===== config.mk =====
export PLATFORM = sky130hd
export DESIGN_NAME = mem_branch_resolve_stage
export DESIGN_NICKNAME = d
export VERILOG_FILES = /design/src/rtl/mips_pkg.sv /design/src/rtl/wb_delay_line.sv /design/src/rtl/mem_branch_resolve_stage.sv
export SDC_FILE = /design/constraint.sdc
export NUM_CORES = 1
export LEC_CHECK = 0
export ABC_AREA = 1
export CORE_MARGIN = 2
export CORE_UTILIZATION = 38
export CTS_CLUSTER_SIZE = 28
export DETAILED_ROUTE_END_ITERATION = 10
export PLACE_DENSITY = 0.85
export SYNTH_ARGS = -nofsm -noshare
export SYNTH_HDL_FRONTEND = slang
export SYNTH_SLANG_ARGS = --single-unit

===== constraint.sdc =====
create_clock -name clk -period 1.45 [get_ports clk]
set_input_delay 0.29 -clock clk [delete_from_list [all_inputs] [get_ports clk]]
set_output_delay 0.29 -clock clk [all_outputs]
set_load 0.01 [all_outputs]

===== src/rtl/mips_pkg.sv =====
// Shared MIPS pipeline definitions.
// Branch-condition encodings and writeback bundle sizing.
package mips_pkg;

  typedef enum logic [1:0] {
    BR_NONE = 2'b00,
    BR_EQ   = 2'b01,
    BR_NE   = 2'b10,
    BR_LTZ  = 2'b11
  } br_type_e;

  // valid + reg_write + mem_to_reg; wr_reg is added by the user
  localparam int WB_CTRL_W = 3;

  function automatic logic br_cond(
    input br_type_e t,
    input logic     zero,
    input logic     neg
  );
    logic c;
    c = 1'b0;
    unique case (t)
      BR_NONE: c = 1'b0;
      BR_EQ:   c = zero;
      BR_NE:   c = !zero;
      BR_LTZ:  c = neg;
      default: c = 1'b0;
    endcase
    return c;
  endfunction

endpackage


===== src/rtl/wb_delay_line.sv =====
// Stall-aware shift register carrying the writeback bundle.
// Ports: clk, rst (sync, high), stall (hold), d in, q out (last stage).
module wb_delay_line #(
  parameter int DEPTH = 1,
  parameter int W     = 8
) (
  input  logic         clk,
  input  logic         rst,
  input  logic         stall,
  input  logic [W-1:0] d,
  output logic [W-1:0] q
);

  logic [W-1:0] stage [DEPTH];

  always_ff @(posedge clk) begin
    if (rst) begin
      for (int i = 0; i < DEPTH; i++)
        stage[i] <= '0;
    end else if (!stall) begin
      stage[0] <= d;
      for (int i = 1; i < DEPTH; i++)
        stage[i] <= stage[i-1];
    end
  end

  assign q = stage[DEPTH-1];

endmodule


===== src/rtl/mem_branch_resolve_stage.sv =====
// MEM-stage branch resolution, flush generation and WB control delay.
// In: clk, rst, stall, in_valid, branch_type, zero, alu_neg,
//   branch_target, wr_reg_in, reg_write_in, mem_to_reg_in.
// Out: pc_src, pc_target, flush, wb_valid, wr_reg_out,
//   reg_write_out, mem_to_reg_out.
module mem_branch_resolve_stage
  import mips_pkg::*;
#(
  parameter int REG_ADDR_W   = 5,
  parameter int ADDR_W       = 32,
  parameter int WB_DELAY     = 1,
  parameter int FLUSH_CYCLES = 3
) (
  input  logic                  clk,
  input  logic                  rst,
  input  logic                  stall,
  input  logic                  in_valid,
  input  logic [1:0]            branch_type,
  input  logic                  zero,
  input  logic                  alu_neg,
  input  logic [ADDR_W-1:0]     branch_target,
  input  logic [REG_ADDR_W-1:0] wr_reg_in,
  input  logic                  reg_write_in,
  input  logic                  mem_to_reg_in,
  output logic                  pc_src,
  output logic [ADDR_W-1:0]     pc_target,
  output logic                  flush,
  output logic                  wb_valid,
  output logic [REG_ADDR_W-1:0] wr_reg_out,
  output logic                  reg_write_out,
  output logic                  mem_to_reg_out
);

  localparam int CW = $clog2(FLUSH_CYCLES + 1);
  localparam int BW = WB_CTRL_W + REG_ADDR_W;

  logic [CW-1:0] flush_cnt;
  logic          cond;
  logic          live;
  logic          taken;
  logic          squash;
  logic [BW-1:0] wb_d;
  logic [BW-1:0] wb_q;

  assign cond   = br_cond(br_type_e'(branch_type), zero, alu_neg);
  assign live   = in_valid && !stall && (flush_cnt == '0);
  assign taken  = live && cond;
  assign flush  = (flush_cnt != '0);
  assign squash = flush || !in_valid;

  always_ff @(posedge clk) begin
    if (rst) begin
      pc_src    <= 1'b0;
      pc_target <= '0;
      flush_cnt <= '0;
    end else begin
      // live already excludes stall, so this also forces 0 on stall
      pc_src <= taken;
      if (taken)
        pc_target <= branch_target;
      if (!stall) begin
        if (taken)
          flush_cnt <= CW'(FLUSH_CYCLES);
        else if (flush_cnt != '0)
          flush_cnt <= flush_cnt - 1'b1;
      end
    end
  end

  // Wrong-path and empty slots become all-zero bubbles
  always_comb begin
    wb_d = '0;
    if (!squash)
      wb_d = {1'b1, wr_reg_in, reg_write_in, mem_to_reg_in};
  end

  wb_delay_line #(
    .DEPTH (WB_DELAY),
    .W     (BW)
  ) u_wb_dly (
    .clk   (clk),
    .rst   (rst),
    .stall (stall),
    .d     (wb_d),
    .q     (wb_q)
  );

  assign wb_valid       = wb_q[BW-1];
  assign wr_reg_out     = wb_q[BW-2:2];
  assign reg_write_out  = wb_q[1];
  assign mem_to_reg_out = wb_q[0];

endmodule


==> flow_summary.toml <==
[final_layout]
nets = 331
layout-drive-gt1-share_pct = 7.77
post-route-util_pct = 66.2
regArea_um2 = 942
fillers = 364
multi_input_area_um2 = 484
syn_to_final_growth_pct = 65.1
insertedDiodeCount = 0

[sta]
fmax_mhz = 709
slew_headroom_pct = 80.5
finalHoldViolCount = 0
holdWs_ps = 440
layout_min_cycle_time_ps = 1410
drv_slew = 0
setup_viol_count_final = 0
tightest_slew_ps = 293
finalCritPeriodShare_pct = 97.2
post-route-worst-setup-slack_ps = 40.0
rsz0062_at_grt = "yes"
clock_skew_ps = 7.08

[clock_tree]
numCtsBuffers = 5
htreeDepth = 2
cts_tree = "built"
clockBufferDepth = 2
clk_pin_slew_worst_paths_ps = 80
cts_root_buffer = "clkbuf_8"
cts_setup_buffers = 0
clock_latency_ps = 290
clkSinkCount = 43

[placed_design]
place_congestion = 0.744
hpwl_um = 2920
dp_slack_ps = -197
io_buffer_count = 88

[floorplanning]
dieArea_um2 = 4850
start_util_pct = 40.1
die_w_um = 69.7
io_pins = 89
fp.coreArea_um2 = 4090
num_rows = 23
die_h_um = 69.7

[logic_synthesis]
synth.top_cell.area_share_pct = 42.8
yosys.area.top_type = "dfxtp_1"
synth_area_um2 = 1640
ys_seq_area_share_pct = 57.4
synth_seq_cells = 43
syn-instance-count = 191
synth.distinct_cells = 14
syn_area_per_cell_um2 = 8.57
synth_area_leaders = "dfxtp_1 (43%), edfxtp_1 (15%), inv_1 (11%)"
yosys_warnings = 0
syn-num-nets = 239

[power]
power.density_nw_per_um2 = 942
power_leakage_nw = 1.38
power.internal_mw = 1.92
total_power_mw = 2.55
switching_share_pct = 24.8
pwr-share-seq_pct = 52.2
p_sw_mw = 0.631
p_comb_share_pct = 20.4
ir_worst_vdd_uv = 651
p_clk_share_pct = 27.5

[min_path]
hold_class = "flip-flop to flip-flop"
min_from = "pc_target[22]$_SDFFE_PP0P_"

[outcome]
status = "finished, final reports clean"

[detailed_routing]
routed_wl_um = 4050
drt-pass1-iter-count = 4
drc_errors = 0
num_vias = 1518
drtIter0Drc = 79
vias_per_cell = 4.56
post_drt_wl_per_cell_um = 12.2
ant_nets = 0

[worst_setup_path]
critPathRequiredTime_ps = 1640
critical_path.startpoint = "flush_cnt[1]$_SDFFE_PP0P_"
crit_fanout = 16
startpoint_type = "flip-flop"
worst_ep_arrival_time_ps = 1600
crit_path_end_kind = "flip-flop"
path_class = "flip-flop to flip-flop"
worstReg2RegStart = "flush_cnt[1]$_SDFFE_PP0P_"

[global_routing]
grt_max_degree = 33
grt_pass1_wl_um = 6320
antenna_found_initial = 0
grt_overflow = 0
grt_pass1_vias = 1350
grt_use_total_pct = 16.5

[job]
maxCapViolCount = 0
Yosys cell counts:
library cell,n
dfxtp_1,35
nand3_1,3
nand3_2,1
o21ai_1,10
a21oi_1,34
nand2_1,10
buf_6,5
edfxtp_1,8
ha_1,1
inv_1,47
nor2_1,9
o21ai_0,22
clkbuf_1,5
nor2_2,1
through the flow:
stage	TNS (ps)	cell area, µm²	cells
5_1_grt	-468	2700	333
4_1_cts	-10.8	2620	333
2_1_floorplan	0	1640	191
3_5_place_dp	-4900	2570	326
3_3_place_gp	-3460	2570	326
6_report	0	2700	333
worst paths after layout:
check / to / slack, ps / depth (start not counted)
setup reg to reg: flush_cnt[1]$_SDFFE_PP0P_ / 40 / 9
hold / removal: pc_target[22]$_SDFFE_PP0P_ / 440 / 2
setup / recovery: flush_cnt[1]$_SDFFE_PP0P_ / 40 / 9
hold reg to reg: pc_target[22]$_SDFFE_PP0P_ / 440 / 2
area by class of cell:
type / instances / area share (%)
repair buffers: 95 / 35.6
flip-flops and latches: 43 / 34.8
multi-input cells: 91 / 17.9
inverters: 47 / 6.52
clock buffers: 7 / 2.82
well taps: 50 / 2.31
worst max-delay path, cell delays in order (launching register included):
cell	delay (ps)
dfxtp_1	340
inv_1	70
ha_4	170
nand2_1	100
nor2_4	50
nand3_4	110
buf_8	160
nand2_2	70
a21oi_1	160
nor2_1	60
layout by cell type, fill, tap and decap left out:
master            n
clkbuf_8          5
a21oi_1          34
clkdlybuf4s50_1  46
inv_1            46
o21ai_2           3
ha_4              1
dlygate4sd2_1    29
nand2_1           9
inv_2             1
buf_12            2
clkbuf_1          2
nor2_1            9
edfxtp_1          8
buf_8             2
buf_2             1
nand2_2           1
dfxtp_1          34
o21ai_1          20
buf_4             3
o21ai_0           9
dlymetal6s2s_1   12
nand3_1           3
dfxtp_2           1
nand3_4           1
nor2_4            1
registers in the layout, indices dropped and copies added, names as in the netlist:
signal / count
u_wb_dly.stage: 8
pc_src: 1
pc_target: 32
flush_cnt: 2
power groups by stage:
stage,Clock [mW],Sequential (mW),Combinational [mW]
after CTS,0.726,1.33,0.488
after global routing,0.768,1.34,0.567
final,0.699,1.33,0.519
after floorplan,0,1.39,0.169
after detailed placement,0,1.36,0.521
after global placement,0,1.35,0.510
metal layers:
metal / vias up / track usage (%) / wire (µm)
li1: 787 / - / -
met1: 673 / 20.5 / 1650
met2: 53 / 27.8 / 2090
met3: 5 / 3.78 / 255
met4: 0 / 6.41 / 51
met5: - / 0 / 0
timing repair:
item | in CTS | in global routing
hold buffers | 0 | 0
gates resized for setup | 38 | 37
cloned | 0 | 0
pin swaps | 1 | 2
setup endpoints to repair | 42 | 46
kinds of logic after synthesis:
group	share of synthesized area [%]
buf+inv	15.4
simple gates	6.26
flops	57.4
compound gates	20.2
fa+ha+maj	0.764
Power figures use the tool's default switching activity.
